`config.mk`:
```
export PLATFORM = sky130hd
export DESIGN_NAME = range_tracker
export DESIGN_NICKNAME = d
export VERILOG_FILES = /design/src/rtl/range_tracker.sv
export SDC_FILE = /design/constraint.sdc
export NUM_CORES = 1
export LEC_CHECK = 0
export BUFFER_PORTS_ARGS = -buffer_cell sky130_fd_sc_hd__buf_4
export CELL_PAD_IN_SITES_DETAIL_PLACEMENT = 2
export CELL_PAD_IN_SITES_GLOBAL_PLACEMENT = 2
export CORE_MARGIN = 4
export CORE_UTILIZATION = 29
export DETAILED_ROUTE_END_ITERATION = 8
export HOLD_SLACK_MARGIN = 0.05
export PLACE_DENSITY_LB_ADDON = 0.1
export SYNTH_ARGS = -nofsm -noshare
export SYNTH_HDL_FRONTEND = slang
export SYNTH_SLANG_ARGS = --single-unit
```
`constraint.sdc`:
```
create_clock -name clock -period 1.8 [get_ports clock]
set_input_delay 0 -clock clock [delete_from_list [all_inputs] [get_ports clock]]
set_output_delay 0 -clock clock [all_outputs]
set_load 0.01 [all_outputs]
```
`src/rtl/range_tracker.sv`:
```
// range_tracker: windowed min/max/count tracker with IDLE/COLLECT/REPORT handshake
module range_tracker #(
  parameter int W = 4
) (
  input  logic         clock,
  input  logic         reset_n,
  input  logic         start,
  input  logic [3:0]   len,
  input  logic         in_valid,
  input  logic [W-1:0] in_data,
  output logic         in_ready,
  output logic         out_valid,
  input  logic         out_ready,
  output logic [W-1:0] max_val,
  output logic [W-1:0] min_val,
  output logic [4:0]   count,
  output logic         busy
);
  typedef enum logic [1:0] {IDLE, COLLECT, REPORT} state_e;
  state_e       state_q;
  logic [4:0]   rem_q;
  logic [4:0]   cnt_q;
  logic [W-1:0] max_q;
  logic [W-1:0] min_q;
  logic         first;
  assign first = cnt_q == 5'd0;
  always_ff @(posedge clock or negedge reset_n) begin
    if (!reset_n) begin
      state_q <= IDLE;
      rem_q   <= '0;
      cnt_q   <= '0;
      max_q   <= '0;
      min_q   <= '0;
    end else begin
      case (state_q)
        IDLE: if (start) begin
          state_q <= COLLECT;
          rem_q   <= (len == 4'd0) ? 5'd16 : {1'b0, len};
          cnt_q   <= '0;
        end
        COLLECT: if (in_valid) begin
          cnt_q   <= cnt_q + 5'd1;
          rem_q   <= rem_q - 5'd1;
          max_q   <= (first || in_data > max_q) ? in_data : max_q;
          min_q   <= (first || in_data < min_q) ? in_data : min_q;
          state_q <= (rem_q == 5'd1) ? REPORT : COLLECT;
        end
        REPORT: if (out_ready) state_q <= IDLE;
        default: state_q <= IDLE;
      endcase
    end
  end
  assign in_ready  = state_q == COLLECT;
  assign out_valid = state_q == REPORT;
  assign busy      = state_q != IDLE;
  assign max_val   = max_q;
  assign min_val   = min_q;
  assign count     = cnt_q;
endmodule
```
==> results of run 1 <==
## metal layers
metal,vias up,share of wire (%),GRT usage (%),wire length (um)
met5,-,0,0,0
met2,20,51,28.4,2110
met3,3,3.0,2.03,122
li1,597,-,-,-
met4,0,0.36,2.37,15
met1,623,45,21.3,1870
## cell usage after synthesis (all sizes together)
cell type | number | area share, %
dfrtp | 20 | 39
inv | 14 | 4.1
nor2 | 14 | 4.1
ha | 11 | 11
a21oi | 9 | 3.5
nand4 | 8 | 3.9
o21ai | 8 | 3.1
o211ai | 5 | 2.9
a221oi | 4 | 2.7
and2 | 4 | 2.0
mux2 | 4 | 3.5
nand3 | 4 | 1.6
buf | 3 | 1.2
nand2 | 3 | 0.88
nor3 | 3 | 1.2
xor2 | 3 | 2.1
nand2b | 2 | 0.98
nor2b | 2 | 0.98
nor3b | 2 | 1.2
a211oi | 1 | 0.59
a21o | 1 | 0.59
a22o | 1 | 0.69
a31oi | 1 | 1.7
a32o | 1 | 0.79
and3 | 1 | 0.49
and3b | 1 | 0.69
clkbuf | 1 | 0.29
nand3b | 1 | 0.59
nor4b | 1 | 0.69
o22ai | 1 | 0.49
o31ai | 1 | 0.59
or2 | 1 | 0.49
or3 | 1 | 0.49
or4b | 1 | 0.79
## timing repair
| action | 4_1_cts | 5_1_grt |
|---|---|---|
| hold buffers | 10 | 0 |
| endpoints found under the setup margin | 8 | 8 |
| buffers inserted | 0 | 1 |
| resized for setup | 10 | 7 |
| endpoints found under the hold margin | 30 | 0 |
| pin swaps | 2 | 2 |
## worst reg2reg max path, delay by kind of cell (launching register included)
| kind | cells | cell delay [ps] |
|---|---|---|
| compound gates | 1 | 290 |
| mux | 1 | 330 |
| flops | 1 | 420 |
| buf+inv | 1 | 70 |
| fa+ha+maj | 1 | 120 |
| simple gates | 1 | 480 |
## power groups by stage
stage	clock, mW	sequential, mW	combinational [mW]
5_1_grt	0.497	0.948	2.20
4_1_cts	0.475	0.904	1.92
6_report	0.462	0.912	1.98
3_5_place_dp	0	0.898	1.79
2_1_floorplan	0	0.931	1.01
3_3_place_gp	0	0.873	1.71
## state kept, by name, indices dropped and copies added (netlist names)
register,count
count,5
max_val,4
min_val,4
rem_q,5
state_q,2
## kinds of logic after synthesis
kind of cell               synth area share, %
and+or+nand+nor                           21.0
AOI/OAI and AO/OA                         17.8
DFF                                       39.3
buffers and inverters                     5.59
adders and majority gates                 10.8
muxes                                     3.53
xor gates and xnor gates                  2.06
## layout by cell type, fill, tap and decap left out, types with 5 or more instances in the layout
master and instances:
buf_4 38, dfrtp_1 18, nor2_1 14, inv_1 12, ha_1 10, dlygate4sd3_1 10, nand4_1 8, a21oi_1 8
o21ai_0 7, o211ai_1 5
## worst paths after layout
kind                            slack (ps)  cells past startpoint    endpoint     start
min in group asynchronous              160                      2  min_val[2]   reset_n
max in group asynchronous             1390                      2  min_val[3]   reset_n
worst max-delay path                   -20                      5  max_val[0]  count[0]
worst min-delay path                    80                      3    rem_q[0]    len[0]
worst max register to register         -20                      5  max_val[0]  count[0]
worst min register to register         540                      2    rem_q[4]  rem_q[4]
## stage by stage
| stage | instances | utilization, % | cell area (um^2) | hold WS [ps] | worst slack (ps) |
|---|---|---|---|---|---|
| after global placement | 221 | 38.8 | 1600 | -94.7 | -24.3 |
| final | 236 | 44.8 | 1840 | 81.1 | -23.4 |
| after detailed placement | 221 | 38.8 | 1600 | -88.8 | -155 |
| after global routing | 236 | 44.8 | 1840 | 85.4 | -84.9 |
| after floorplan | 138 | - | 1280 | -296 | -43.1 |
| after CTS | 235 | 43.9 | 1810 | 77.9 | -50.8 |
## layout make-up
class / instances / area, um^2
Tap cell: 50 / 62.6
Inverter: 14 / 52.6
Clock buffer: 3 / 41.3
Multi-Input combinational cell: 100 / 769
Sequential cell: 20 / 503
Clock inverter: 1 / 30.0
Fill cell: 459 / 2270
Timing Repair Buffer: 48 / 385
==> results.toml, run 1 <==
[status]
outcome = "finished, violations left"
violations = "negative setup slack"

[global_route]
grt_pass1_vias = 1388
grt_max_degree = 21
grt_usage_pct = 16.0
grt_pass1_wl_mm = 6.86
grt-ovfl-total = 0
antenna_found_initial = 0

[floorplanning]
rows = 23
dieArea_um2 = 5520
dieHeight_um = 74.3
ios = 29
core_um2 = 4120
start_util_pct = 31.0
die_x_um = 74.3

[worst_setup_path]
critPathCaptureType = "flop"
cpPeakStageDelay_ps = 480
required_ps = 1950
worstPathArrival_ps = 1970
crit_type = "flop to flop"
path_cells = "inv_2 > ha_4 > or4b_4 > a31oi_4 > mux2_4"
critical_path.top_delay_family = "simple AND/OR/NAND/NOR gates"
cp_num_buf_inv = 1
slowest_stage = "or4b_4"
worstPathMaxFanout = 4
cp-start-kind = "flop"

[pwr]
power_switching_share_pct = 42.4
power_frac_clock_pct = 13.8
power_mw = 3.36
p_int_mw = 1.93
peakVddDrop_v = 0.000575
p_comb_share_pct = 59.1
switchingPower_mw = 1.43
powerDensity_nw_per_um2 = 1820
seqPwrFrac_pct = 27.1
power_leakage_nw = 0.858

[sta]
tightest_slew_ps = 506
post-route-period-util_pct = 101
setup_slack_ps = -23.4
finalClockSkew_ps = 6.77
finalSetupTns_ps = -93.2
setup_violations = 4
rsz0062_at_grt = "yes"
max_slew_margin_pct = 66.1
max_freq_ghz = 0.548
slew_viol_final = 0
fin_crit_ps = 1820
hold_viol_final = 0

[route]
drt-initial-drc-count = 38
avgRoutedWirePerCell_um = 17.4
via_count = 1243
viasPerCell = 5.27
first_pass_iters = 4
drt-total-wl_mm = 4.11
drc = 0
ant_nets = 0

[clocking]
root_buffer = "clkbuf_8"
cts_buffer_depth = 2
cts_buffers = 3
cts_max_level = 1
clk_latency_ps = 260
cts_tree = "built"
cts.sinks = 20
clk_pin_slew_ps = 90

[synth]
netlist_instances = 138
ys_ff_latch = 20
synth_nets = 162
avgSynthCellArea_um2 = 9.24
ys_types = 34
synth_area_um2 = 1270
yosysSeqAreaShare_pct = 39.3
yosysWarnings = 0

[finish]
diodes = 0
nets = 211
drive_gt1_share_pct = 32.3
area_growth_pct = 44.7

[job]
drv_cap = 0

[placement]
port_buffers = 28
dp_hpwl_mm = 3.00
gp_congestion = 0.851

[worst_hold_path]
min_path_type = "input pin to flop"
No activity file was read; power rests on OpenSTA's default activity.
==> run 2, diff against run 1 <==
CORE_ASPECT_RATIO = 0.8   (was unset)
CORE_UTILIZATION = 32   (was 29)
clock period = 1.7 ns   (was 1.8 ns; I/O delays follow)
==> run 2 against run 1 <==
Compared with the run above: the run still ends with negative setup slack left; largest cell class unchanged; clock skew fell by 0.51 ps; sequential cell count unchanged; cell count is 4.2% higher; die area decreased by 8.3%; highest routed layer unchanged; hold slack worse by 27 ps.
==> results.toml, run 2 (synthesized netlist as in run 1, its figures left out) <==
[status]
outcome = "finished, violations left"
violations = "negative setup slack"

[clocking]
root_buffer = "clkbuf_8"
cts.sinks = 20
cts_buffers = 3
cts_tree = "built"
cts_max_level = 1
cts_buffer_depth = 2
clk_latency_ps = 270
clk_pin_slew_ps = 80

[floorplanning]
die_x_um = 78.6
rows = 20
ios = 29
start_util_pct = 33.3
dieArea_um2 = 5060
core_um2 = 3830
dieHeight_um = 64.5

[sta]
setup_slack_ps = -167
post-route-period-util_pct = 110
slew_viol_final = 0
setup_violations = 8
tightest_slew_ps = 476
rsz0062_at_grt = "yes"
max_freq_ghz = 0.536
max_slew_margin_pct = 68.0
timing.hold.ws_ps = 53.9
finalClockSkew_ps = 6.26
finalSetupTns_ps = -901
hold_viol_final = 0
fin_crit_ps = 1870

[worst_setup_path]
cp-start-kind = "flop"
required_ps = 1860
slowest_stage = "or4b_4"
worstPathMaxFanout = 4
cpPeakStageDelay_ps = 490
worstPathArrival_ps = 2020
crit_type = "flop to flop"
critPathCaptureType = "flop"
path_cells = "inv_2 > ha_4 > or4b_4 > a31oi_4 > mux2_4"

[route]
viasPerCell = 5.39
ant_nets = 0
drc = 0
first_pass_iters = 4
avgRoutedWirePerCell_um = 20.8
via_count = 1327
drt-initial-drc-count = 82
drt-total-wl_mm = 5.13

[finish]
final_cell_mix = "buf_4, dfrtp_1, inv_1, nor2_1"
diodes = 0
area_growth_pct = 51.4
stdcell_count = 246
final_common_cell = "buf_4"
utilization_pct = 50.4
fin_area_um2 = 1930
nets = 216
drive_gt1_share_pct = 36.1
fill_cells = 399

[worst_hold_path]
min_path_type = "input pin to flop"

[global_route]
grt_max_degree = 21
grt_pass1_vias = 1539
grt_usage_pct = 21.5
grt-ovfl-total = 0
antenna_found_initial = 0
grt_pass1_wl_mm = 8.29

[placement]
port_buffers = 28
postPlaceCellArea_um2 = 1640
dp_hpwl_mm = 3.49
gp_congestion = 0.786
placedCellCount = 231

[pwr]
p_comb_share_pct = 64.2
power_switching_share_pct = 45.4
peakVddDrop_v = 0.000915
power_frac_clock_pct = 10.0
seqPwrFrac_pct = 25.8
p_int_mw = 2.09
power_leakage_nw = 0.887
switchingPower_mw = 1.74
powerDensity_nw_per_um2 = 1980

[job]
drv_cap = 0
[run 2: what timing repair did]
item,CTS,global route
gates resized for setup,11,18
hold buffers,10,0
buffers inserted,2,0
hold endpoints to repair,30,0
setup endpoints to repair,8,12
pin swaps,3,8
[run 2: stage by stage]
stage,setup slack (ps),power [mW]
floorplan,-143,2.05
global placement,-112,2.81
detailed placement,-320,3.01
CTS,-184,3.61
global route,-228,4.14
finish,-167,3.83
[run 2: worst paths after layout]
path                       slack, ps        from    endpoint  cells past startpoint
max                             -170    count[0]  max_val[1]                      5
min                               50      len[2]    rem_q[2]                      3
max reg2reg                     -170    count[0]  max_val[1]                      5
min reg2reg                      570  max_val[0]  max_val[0]                      1
max in group asynchronous       1300     reset_n  min_val[2]                      2
min in group asynchronous        160     reset_n  state_q[1]                      2
[run 2: routing by layer]
layer	part of all wire [%]	GRT usage (%)	wire (um)
met1	43	27.1	2230
met4	1.9	4.59	97
met5	0	0	0
met3	3.7	4.86	192
met2	51	37.6	2610
[run 2: final cells by class]
type                    count  area (um^2)  share of cell area [%]
clock buffers               4         55.1                    2.85
inverters                  14         52.6                    2.72
multi-input cells         100          816                    42.3
flip-flops and latches     20          504                    26.1
well taps                  55         68.8                    3.56
repair buffers             53          434                    22.5
[run 2: power groups by stage]
stage | clock [mW] | combinational [mW] | sequential (mW)
2_1_floorplan | 0 | 1.07 | 0.985
6_report | 0.384 | 2.46 | 0.988
3_5_place_dp | 0 | 2.07 | 0.939
3_3_place_gp | 0 | 1.90 | 0.903
5_1_grt | 0.426 | 2.69 | 1.03
4_1_cts | 0.391 | 2.27 | 0.952
[run 2: worst max-delay path: cells and delay by family, from the launching register on]
family	cells	cell delay, ps
AOI/OAI and AO/OA	1	310
adders and majority gates	1	130
buffers and inverters	1	70
DFF	1	420
muxes	1	340
and+or+nand+nor	1	490
==> run 3, diff against run 2 <==
ABC_AREA = 1   (was unset)
CORE_UTILIZATION = 30   (was 32)
clock period = 1.8 ns   (was 1.7 ns; I/O delays follow)
==> run 3 against run 2 <==
Compared with the run above: the run now ends clean; register-to-register slack gained 380 ps; combinational power shrank 35%; synthesized cell count grew 22%; critical path depth grew 7; sequential cell count is the same; critical path type is now input pin to flop; critical endpoint is now max_val[2]; highest routed layer unchanged.
==> results.toml, run 3 <==
[status]
outcome = "finished, final reports clean"

[clocking]
cts_buffers = 3
root_buffer = "clkbuf_8"
cts_max_level = 1
cts_tree = "built"
cts_buffer_depth = 2
clk_latency_ps = 260
clk_pin_slew_ps = 90
cts.sinks = 20
postCtsSetupRepairBufs = 0

[sta]
max_freq_ghz = 0.623
fin_crit_ps = 1610
slew_viol_final = 0
setup_violations = 0
post-route-period-util_pct = 89.2
max_slew_margin_pct = 81.8
finalSetupTns_ps = 0
rsz0062_at_grt = "no"
finalClockSkew_ps = 9.82
hold_viol_final = 0
timing.hold.ws_ps = 56.2
tightest_slew_ps = 274

[worst_setup_path]
slowest_stage = "dlygate4sd3_1"
worstPathMaxFanout = 5
cpPeakStageDelay_ps = 540
required_ps = 1960
worstPathArrival_ps = 1770
cp-start-kind = "input pin"
cp_num_buf_inv = 3
critical_path.top_delay_family = "buffers and inverters"
critPathCaptureType = "flop"
path_cells = "dlygate4sd3_1 > buf_4 > ha_1 > nand2_1 > inv_1 > nand2_1 > nand2_1 > nand2_1 > nand2_1 > nand2_1 > nand2_1 > nand2_1"
crit_type = "input pin to flop"
cp_common_cell = "nand2_1"

[synth]
synth_top_family_by_area = "simple AND/OR/NAND/NOR gates"
synth.top_cells.by_count = "nand2_1, inv_1, dfrtp_1, nand3_1, ha_1"
synth_edf_count = 0
synth_top_area_share_pct = 38.6
ys_types = 22
synth_xor_area_share_pct = 0
synth_flop_cell = "dfrtp_1"
yosysSeqAreaShare_pct = 38.6
yosysMostFrequentCell = "nand2_1"
synth_mux_area_share_pct = 0
yosysTopAreaCell = "dfrtp_1"
yosys.area_share.simple_pct = 31.0
synth_adder_area_share_pct = 10.6
netlist_instances = 169
synth_area_um2 = 1300
synth.top_cells.by_area = "dfrtp_1, nand2_1, ha_1"
ys_ff_latch = 20
synth_compound_area_share_pct = 8.78
synth_nets = 193
synthArstFlopShare_pct = 100
yosysWarnings = 0
avgSynthCellArea_um2 = 7.67

[route]
first_pass_iters = 4
drc = 0
avgRoutedWirePerCell_um = 14.8
drt-total-wl_mm = 3.87
viasPerCell = 4.72
ant_nets = 0
drt-initial-drc-count = 55
via_count = 1233

[global_route]
grt_pass1_vias = 1400
antenna_found_initial = 0
grt_usage_pct = 16.0
grt-ovfl-total = 0
grt_max_degree = 21
grt_pass1_wl_mm = 6.60

[finish]
area_growth_pct = 29.1
fin_area_um2 = 1670
final_common_cell = "nand2_1"
drive_gt1_share_pct = 22.1
diodes = 0
nets = 229
final_cell_mix = "nand2_1, buf_4, inv_1"

[pwr]
powerDensity_nw_per_um2 = 1720
power_leakage_nw = 0.902
peakVddDrop_v = 0.000673
p_comb_share_pct = 55.3
power_frac_clock_pct = 16.0
seqPwrFrac_pct = 28.7
power_switching_share_pct = 45.1
switchingPower_mw = 1.29
p_int_mw = 1.58

[floorplanning]
dieHeight_um = 66.8
die_x_um = 81.5
ios = 29
start_util_pct = 31.0
rows = 21
core_um2 = 4180
dieArea_um2 = 5440

[placement]
postPlaceCellArea_um2 = 1550
gp_congestion = 0.748
dp_hpwl_mm = 3.01
port_buffers = 28

[job]
drv_cap = 0

[worst_hold_path]
min_path_type = "input pin to flop"
-- run 3: cell count changes after synthesis, moves of 6 or more --
| cell | previous run | this run |
|---|---|---|
| inv_1 | 14 | 26 |
| nand2_1 | 3 | 50 |
| nand3_1 | 4 | 14 |
| nor2_1 | 14 | 7 |
| o21ai_1 | 0 | 6 |
-- run 3: power by group through the flow --
stage,sequential [mW],clock [mW],combinational (mW)
after CTS,0.825,0.474,1.63
after detailed placement,0.829,0,1.59
after global placement,0.821,0,1.49
after global routing,0.853,0.489,1.83
after floorplan,0.854,0,1.00
final,0.823,0.459,1.59
-- run 3: worst paths after layout --
path	start	end	slack [ps]	depth (start not counted)
setup reg to reg	max_val[3]	max_val[2]	210	11
max in group asynchronous	reset_n	state_q[1]	1420	2
hold / removal	len[2]	rem_q[2]	60	3
min in group asynchronous	reset_n	rem_q[2]	150	2
hold reg to reg	min_val[3]	min_val[3]	510	2
setup / recovery	in_data[3]	max_val[2]	190	12
-- run 3: logic make-up after synthesis --
family | Yosys count
AOI/OAI and AO/OA | 20
adders and majority gates | 11
buffers and inverters | 32
DFF | 20
and+or+nand+nor | 86
-- run 3: worst reg2reg max path, delay by kind of cell (launching register included) --
| family | cells | cell delay, ps |
|---|---|---|
| flops | 1 | 380 |
| fa+ha+maj | 1 | 280 |
| simple gates | 8 | 690 |
| buf+inv | 2 | 140 |
-- run 3: through the flow --
| stage | utilization, % | total power [mW] | instances | setup WS (ps) |
|---|---|---|---|---|
| 2_1_floorplan | - | 1.85 | 169 | 434 |
| 3_3_place_gp | 37.1 | 2.31 | 252 | 367 |
| 3_5_place_dp | 37.1 | 2.42 | 252 | 202 |
| 4_1_cts | 40.0 | 2.93 | 261 | 167 |
| 5_1_grt | 40.0 | 3.18 | 261 | 31.3 |
| 6_report | 40.0 | 2.87 | 261 | 194 |
-- run 3: final cells by class --
class                      instances  area [um^2]
timing repair buffer              34          268
inverter                          29          109
sequential                        20          500
multi-input combinational        117          653
tap                               57         71.3
fill                             499         2500
clock inverter                     1         30.0
clock buffer                       3         41.3
-- run 3: repair_timing --
action	CTS	global route
hold buffers	5	0
gates resized for setup	0	0
endpoints found under the hold margin	26	0
-- run 3: metal layers --
layer	GRT usage, %	vias to the layer above	part of all wire, %
met3	3.51	2	2.8
met4	2.53	0	0.49
li1	-	609	-
met1	18.8	608	44
met5	0	-	0
met2	29.8	14	53
